`config.mk`:
```
export PLATFORM = sky130hd
export DESIGN_NAME = gray_monitor
export DESIGN_NICKNAME = d
export VERILOG_FILES = /design/src/rtl/gray_mon_pkg.sv /design/src/rtl/gray2bin.sv /design/src/rtl/gray_monitor.sv
export SDC_FILE = /design/constraint.sdc
export NUM_CORES = 1
export LEC_CHECK = 0
export BUFFER_PORTS_ARGS = -buffer_cell sky130_fd_sc_hd__buf_2
export CELL_PAD_IN_SITES_DETAIL_PLACEMENT = 1
export CELL_PAD_IN_SITES_GLOBAL_PLACEMENT = 1
export CORE_UTILIZATION = 29
export DETAILED_ROUTE_END_ITERATION = 16
export GPL_TIMING_DRIVEN = 0
export PLACE_DENSITY = 0.58
export SYNTH_ARGS = -nofsm -noshare
export SYNTH_HDL_FRONTEND = slang
export SYNTH_SLANG_ARGS = --single-unit
```
`constraint.sdc`:
```
create_clock -name Clk -period 6.2 [get_ports Clk]
set_input_delay 0 -clock Clk [delete_from_list [all_inputs] [get_ports Clk]]
set_output_delay 0 -clock Clk [all_outputs]
set_load 0.03 [all_outputs]
```
`src/rtl/gray_mon_pkg.sv`:
```
// Shared types and Gray helpers for the gray_monitor slice.
package gray_mon_pkg;

  localparam int unsigned GRAY_W = 3;

  typedef enum logic [1:0] {
    IDLE  = 2'd0,
    TRACK = 2'd1,
    FAULT = 2'd2
  } state_t;

  function automatic logic [GRAY_W-1:0] gray_to_bin(input logic [GRAY_W-1:0] g);
    logic [GRAY_W-1:0] b;
    b[GRAY_W-1] = g[GRAY_W-1];
    for (int i = int'(GRAY_W) - 2; i >= 0; i--) begin
      b[i] = b[i+1] ^ g[i];
    end
    return b;
  endfunction

  function automatic logic [GRAY_W-1:0] next_gray(input logic [GRAY_W-1:0] g);
    logic [GRAY_W-1:0] b;
    b = gray_to_bin(g) + GRAY_W'(1);
    return b ^ (b >> 1);
  endfunction

endpackage

```
`src/rtl/gray2bin.sv`:
```
// Combinational 3-bit Gray-to-binary decoder.
module gray2bin
  import gray_mon_pkg::*;
(
  input  logic [GRAY_W-1:0] Gray,
  output logic [GRAY_W-1:0] Bin
);

  assign Bin = gray_to_bin(Gray);

endmodule

```
`src/rtl/gray_monitor.sv`:
```
// Checker/extender for the upstream 3-bit Gray counter.
// Define GRAY_MON_OVF_CHECK_EN to cross-check Overflow against the 100->000 wrap.
module gray_monitor
  import gray_mon_pkg::*;
#(
  parameter int unsigned CNT_WIDTH = 8
) (
  input  logic                 Clk,
  input  logic                 Reset,
  input  logic [GRAY_W-1:0]    Gray,
  input  logic                 Overflow,
  input  logic                 Sync,
  output logic [GRAY_W-1:0]    Bin,
  output logic                 Step,
  output logic [CNT_WIDTH-1:0] Count,
  output logic [7:0]           Wraps,
  output logic                 Locked,
  output logic                 Error
);

  state_t            state;
  logic [GRAY_W-1:0] prev;
  logic [GRAY_W-1:0] bin_in;
  logic [GRAY_W-1:0] bin_prev;
  logic              step_ok;
  logic              wrap_ok;
  logic              ovf_bad;

  gray2bin u_dec_in   (.Gray(Gray), .Bin(bin_in));
  gray2bin u_dec_prev (.Gray(prev), .Bin(bin_prev));

  // A legal step is exactly +1 in the binary domain, modulo 8.
  assign step_ok = (bin_in == GRAY_W'(bin_prev + GRAY_W'(1)));
  assign wrap_ok = step_ok && (bin_in == '0);

`ifdef GRAY_MON_OVF_CHECK_EN
  logic ovf_q;

  always_ff @(posedge Clk or posedge Reset) begin
    if (Reset) ovf_q <= 1'b0;
    else       ovf_q <= Overflow;
  end

  // Overflow may only rise on the wrap step, and the wrap step must see it high.
  assign ovf_bad = (Overflow && !ovf_q && !wrap_ok) || (wrap_ok && !Overflow);
`else
  logic unused_ovf;
  assign unused_ovf = Overflow;
  assign ovf_bad    = 1'b0;
`endif

  always_ff @(posedge Clk or posedge Reset) begin
    if (Reset) begin
      state  <= IDLE;
      prev   <= '0;
      Bin    <= '0;
      Step   <= 1'b0;
      Count  <= '0;
      Wraps  <= '0;
      Locked <= 1'b0;
      Error  <= 1'b0;
    end else begin
      Bin  <= bin_in;
      prev <= Gray;
      Step <= 1'b0;
      if (Sync) begin
        state  <= IDLE;
        Count  <= '0;
        Wraps  <= '0;
        Locked <= 1'b0;
        Error  <= 1'b0;
      end else begin
        case (state)
          IDLE: begin
            state  <= TRACK;
            Locked <= 1'b1;
            Count  <= '0;
            Wraps  <= '0;
          end
          TRACK: begin
            if ((Gray != prev) || ovf_bad) begin
              if (step_ok && !ovf_bad) begin
                Step  <= 1'b1;
                Count <= Count + CNT_WIDTH'(1);
                if (wrap_ok && (Wraps != 8'hFF)) Wraps <= Wraps + 8'd1;
              end else begin
                state  <= FAULT;
                Locked <= 1'b0;
                Error  <= 1'b1;
              end
            end
          end
          FAULT: begin
            Error <= 1'b1;
          end
          default: begin
            state  <= IDLE;
            Locked <= 1'b0;
            Error  <= 1'b0;
          end
        endcase
      end
    end
  end

endmodule
```
==> metrics, run 1 <==
vias in the first global route=1,404; H-tree Lvls=1; metal3 WL=113 um; Worst Max-Slew Pin Slew=0.983 ns; wire per inst=15.0 um; CP delay by family, top=compound AO/OA/AOI/OAI gates; Max Transition Viols Final=0; Clk Latency, worst-skew pair=0.27 ns; met1 WL=1.90 mm; drt total wl=4.10 mm; setup TNS=0 ns; CTS tree=yes; initial antenna violation count=0; Post-synth ARST share=100%; dpl hpwl=3.18 mm; die area=between 5000 and 6000 sq um; area grow syn2layout=19.9%; CTS max path bufs=2; Detail Route Antenna Nets=0; multi-input logic area=863 sq um; synth top area cells=dfrtp_1 (40%), ha_1 (5.7%), nand3_1 (3.2%), a21oi_1 (2.9%), nand2_1 (2.9%); Layout Nets=approximately 220; FF/Latch Area=626 sq um; Clk pin slew, worst setup/hold paths=0.09 ns; max-capacitance violation count=0; drt pass-1 iters=4; top layer in use=met4; Final min period=2.70 ns; Mapped Avg Cell Area=a little over 9 sq um; die width=75.1 um; worst vdd rail ir drop=159 uV; largest net degree at the start of global routing=26; cell taking the most area after synthesis=dfrtp_1; most frequent cells after synthesis=dfrtp_1 (25), nand2_1 (12), inv_1 (11); # fillers=just over 600; FF+latch count, synth=25; initial core utilization=between 30% and 40%; worst path bufs/invs=3; sequential cell area fraction in the yosys report=40.4%; Total Power=445 uW; worst-path fanout max=8; max incr delay on CP=0.52 ns; I/O pins=29; Post-Syn Instances=168; final hold slack=0.121 ns; EDFF count, synth=0; grt ovf=0; PD cells=approximately 240 nW/um^2; total number of vias=1,414; core area=5140 sq um; worst endpoint required time=6.41 ns; top-area cell type share of the netlist area=40.4%; TritonCTS Buffers=3; Crit Path Category=in -> reg; synthesized cell area=roughly 1500 sq um; Via density=5.18; Rel. slew slack=34.4%; syn_nets=approximately 180; ratio of cells with drive above 1 in the final layout=21.2%; worst path cell trace=dlygate4sd3_1 > buf_2 > xnor2_1 > ha_1 > nand2b_1 > a32oi_1 > o21ai_2 > and2_2 > clkbuf_1 > o21ai_0 > a32o_1; std cell rows=26; routability-driven placement congestion ratio=0.816; clock sinks=25; top-count cell post-synth=dfrtp_1; first-pass GRT wire length=just under 7 mm; Tot GR Track Use=16.1%; Setup Viol. Count Final=0; Fmax achieved=370 MHz; met2 wire len=2.06 mm; count of cell types in the netlist=46; Final Hold Violating Endpoints=0; status=finished, final reports clean; DRC violations left=0; slowest CP cell=dlygate4sd3_1; static leakage=approximately 0.81 nW; die height=about 75 um; worst min path class=in -> reg; Crit. End Element=register; Util after Layout=36.1%; final period utilization=43.6%; 1st-iter DRT viols=55; RSZ-0062 raised after global routing=false; IO Port Bufs=27; Ys Warns=0; Synth Flop Type=dfrtp_1; Data arrival, critical path=2.91 ns; Antenna Cells=0; Critical Path Start Type=input pin; Layout Skew=~0.0056 ns; Root Buffer=clkbuf_8
layer usage:
layer  up-vias  track usage [%]
met3         5             3.21
met4         0             3.14
met5         -                0
li1        685                -
met1       704             21.3
met2        20             27.5
timing repair:
item | 4_1_cts | 5_1_grt
hold buffers | 4 | 0
setup endpoints to repair | 0 | 0
resized for setup | 0 | 0
endpoints found under the hold margin | 28 | 0
buffers inserted | 0 | 0
cell usage in the layout (no fill, tap or decap), types with 2 or more instances in the layout:
cell type,n
nand3_1,10
or4_1,2
or3_1,3
nor3_1,4
nor2b_1,2
o21ai_0,8
ha_1,7
and2_1,2
a21o_1,3
nand2b_1,7
clkbuf_1,4
o211ai_1,3
a211oi_1,3
a31oi_1,3
nand2_1,12
a32o_1,2
a21oi_1,9
clkbuf_8,3
xnor2_1,4
dlygate4sd3_1,4
dfrtp_1,25
mux2i_1,3
o31ai_1,2
o22ai_1,2
buf_2,27
inv_1,11
nor2_1,10
a32oi_1,2
nand3b_1,3
nor4_1,2
or2_2,3
final cells by class:
cell class / instances / share of cell area, %
Buffer: 4 / 1.01
Clock buffer: 4 / 2.43
Inverter: 11 / 2.22
Multi-Input combinational cell: 128 / 46.5
Sequential cell: 25 / 33.7
Tap cell: 70 / 4.72
Timing Repair Buffer: 31 / 9.43
registers in the layout, summed over array words and instances (netlist names):
name,flops
Bin,3
Count,8
Error,1
Locked,1
Step,1
Wraps,8
prev,2
state,1
cell families after synthesis:
family	after synthesis	synth area share [%]
adders and majority gates	7	5.65
xor gates and xnor gates	5	2.83
AOI/OAI and AO/OA	42	18.3
buffers and inverters	15	3.88
muxes	4	2.91
and+or+nand+nor	70	26.1
DFF	25	40.4
metrics by stage:
stage               worst slack, ns  std cells  instance area, sq um
global placement               3.82        265                  1770
finish                         3.50        273                  1860
CTS                            3.49        273                  1860
detailed placement             3.74        265                  1770
floorplan                      4.19        168                  1550
global route                   3.31        273                  1860
report_power, final:
part / switching (mW) / internal (mW)
Clock: 0.0528 / 0.0461
Combinational: 0.109 / 0.0498
Sequential: 0.0119 / 0.175
worst min-delay path, delay by kind of cell:
kind / cells / cell delay (ns)
AOI/OAI and AO/OA: 1 / 0.09
buffers and inverters: 1 / 0.11
and+or+nand+nor: 1 / 0.15
final timing paths:
kind,cells past startpoint,start,to,slack (ns)
max in group asynchronous,3,Reset,Count[1],5.11
max,11,Gray[2],Locked,3.50
min in group asynchronous,3,Reset,Wraps[6],0.49
min,3,Sync,Wraps[4],0.12
max reg2reg,7,prev[0],Locked,3.95
min reg2reg,1,Count[0],Count[0],0.55
Note: power is estimated with default switching activity, not from simulation.
==> run 2: changes to the inputs <==
==> constraint.sdc (replaced) <==
create_clock -name Clk -period 2.8 [get_ports Clk]
set_input_delay 0 -clock Clk [delete_from_list [all_inputs] [get_ports Clk]]
set_output_delay 0 -clock Clk [all_outputs]
set_load 0.03 [all_outputs]
==> run 2 against run 1 <==
Net effect: utilization is 0.73 points higher; combinational power up 130%; cell count rose by 1.8%; count of clock-buffer cells in the layout did not move; total power is 120% higher; sequential power increased by 120%; non-clock buffer count grew 5; sequential share of layout area is 0.67 points lower; worst hold slack worse by 0.0025 ns; via count grew 0.92%; die area unchanged; highest routed layer unchanged.
==> metrics, run 2 (synthesized netlist as in run 1, its figures left out) <==
ratio of cells with drive above 1 in the final layout=23.1%; drt pass-1 iters=4; Setup Viol. Count Final=0; die height=75.1 um; Final Hold Violating Endpoints=0; static leakage=0.833 nW; 1st-iter DRT viols=between 60 and 70; PD cells=528 nW/um^2; Via density=5.13; most frequent cells in the layout=buf_2 (27), dfrtp_1 (25), nand2_1 (12); first-pass GRT wire length=6.84 mm; Largest regs=Count (8), Wraps (8), Bin (3); Util after Layout=36.9%; grt ovf=0; Detail Route Antenna Nets=0; worst min path class=in -> reg; slowest CP cell=dlygate4sd3_1; std cell rows=26; drt total wl=4.18 mm; busiest layer in global routing=met2; total number of vias=roughly 1,400; status=finished, final reports clean; vias in the first global route=1,404; Clk Latency, worst-skew pair=0.27 ns; area grow syn2layout=22.3%; max incr delay on CP=0.53 ns; initial core utilization=30.1%; dpl hpwl=about 3.2 mm; Reg power frac=41.5%; worst-path fanout max=8; DRC violations left=0; TritonCTS Buffers=3; max-capacitance violation count=0; Fmax achieved=377 MHz; CTS tree=yes; worst endpoint required time=between 2 and 3 ns; met1 Resource Use GR=21.3%; RSZ-0062 raised after global routing=true; Logic pwr share=36.4%; Max Transition Viols Final=0; Layout Nets=roughly 220; Clk pin slew, worst setup/hold paths=around 0.090 ns; die area=5640 sq um; Setup Slack @ Placement=0.342 ns; core area=5140 sq um; Final min period=between 2 and 3 ns; GR Layer Usage met2=around 28%; clock sinks=25; worst path cell trace=dlygate4sd3_1 > buf_2 > xnor2_1 > ha_1 > nand2b_1 > a32oi_1 > o21ai_2 > and2_2 > clkbuf_1 > o21ai_1 > a32o_1; leading cell type in the layout, fill and taps excluded=buf_2; switching power total=390 uW; final period utilization=a little over nine tenths; Layout Skew=0.00562 ns; Setup WS post-layout=0.146 ns; CTS max path bufs=2; Worst Max-Slew Pin Slew=0.986 ns; Clock Power Share=~22%; Critical Path Start Type=input pin; routability-driven placement congestion ratio=0.816; largest net degree at the start of global routing=26; Rel. slew slack=34.2%; Antenna Cells=0; Pint=approximately 600 uW; sw frac=39.0%; die width=between 70 and 80 um; worst vdd rail ir drop=358 uV; H-tree Lvls=1; Crit. End Element=register; GRT met3 Usage=3.21%; Crit Path Category=in -> reg; wire per inst=15.1 um; IO Port Bufs=27; Data arrival, critical path=2.82 ns; initial antenna violation count=0; Tot GR Track Use=16.1%; I/O pins=29; Root Buffer=clkbuf_8
run 2: changes by cell type in the layout (fill, tap and decap cells not counted):
| cell | before | now |
|---|---|---|
| o21ai_1 | 0 | 1 |
| buf_4 | 1 | 6 |
| o21ai_0 | 8 | 7 |
run 2: per-layer routing:
metal / part of all wire, % / wire length [um] / vias up
li1: - / - / 695
met1: 46 / 1930 / 708
met2: 51 / 2130 / 19
met3: 2.4 / 100 / 5
met4: 0.65 / 27 / 0
met5: 0 / 0 / -
run 2: cell type report:
class / instances / area, sq um
Fill cell: 620 / 3250
Multi-Input combinational cell: 128 / 863
Sequential cell: 25 / 626
Timing Repair Buffer: 36 / 213
Tap cell: 70 / 87.6
Clock buffer: 4 / 45.0
Inverter: 11 / 41.3
Buffer: 4 / 18.8
run 2: critical path: cells and delay by family:
family,cells,cell delay [ns]
AOI/OAI and AO/OA,4,0.92
xor gates and xnor gates,1,0.15
adders and majority gates,1,0.39
buffers and inverters,3,1.01
and+or+nand+nor,2,0.34
run 2: stage by stage:
step           area, sq um  hold slack, ns  setup TNS [ns]  power (mW)  cells
2_1_floorplan         1550          0.0273               0       0.665    168
3_3_place_gp          1770           0.160               0       0.754    265
3_5_place_dp          1770           0.159               0       0.774    265
4_1_cts               1860           0.128               0        1.01    273
5_1_grt               1890           0.130        -0.00631        1.07    278
6_report              1890           0.118               0        1.00    278
run 2: path summary, 6_finish.rpt:
| check | start | end | slack, ns | cells past startpoint |
|---|---|---|---|---|
| max in group asynchronous | Reset | Count[1] | 1.71 | 3 |
| hold reg to reg | Count[0] | Count[0] | 0.56 | 1 |
| setup / recovery | Gray[1] | Locked | 0.15 | 11 |
| hold / removal | Sync | Wraps[4] | 0.12 | 3 |
| setup reg to reg | prev[0] | Locked | 0.58 | 7 |
| min in group asynchronous | Reset | Wraps[6] | 0.49 | 3 |
run 2: power groups by stage:
stage / logic (mW) / clock network (mW) / registers (mW)
floorplan: 0.207 / 0 / 0.459
global route: 0.406 / 0.246 / 0.418
CTS: 0.358 / 0.235 / 0.415
global placement: 0.335 / 0 / 0.419
detailed placement: 0.352 / 0 / 0.422
finish: 0.364 / 0.221 / 0.415
run 2: timing repair:
action,CTS,global route
hold endpoints to repair,28,0
gates resized for setup,0,1
endpoints found under the setup margin,0,4
hold buffers,4,0
setup buffers,0,5
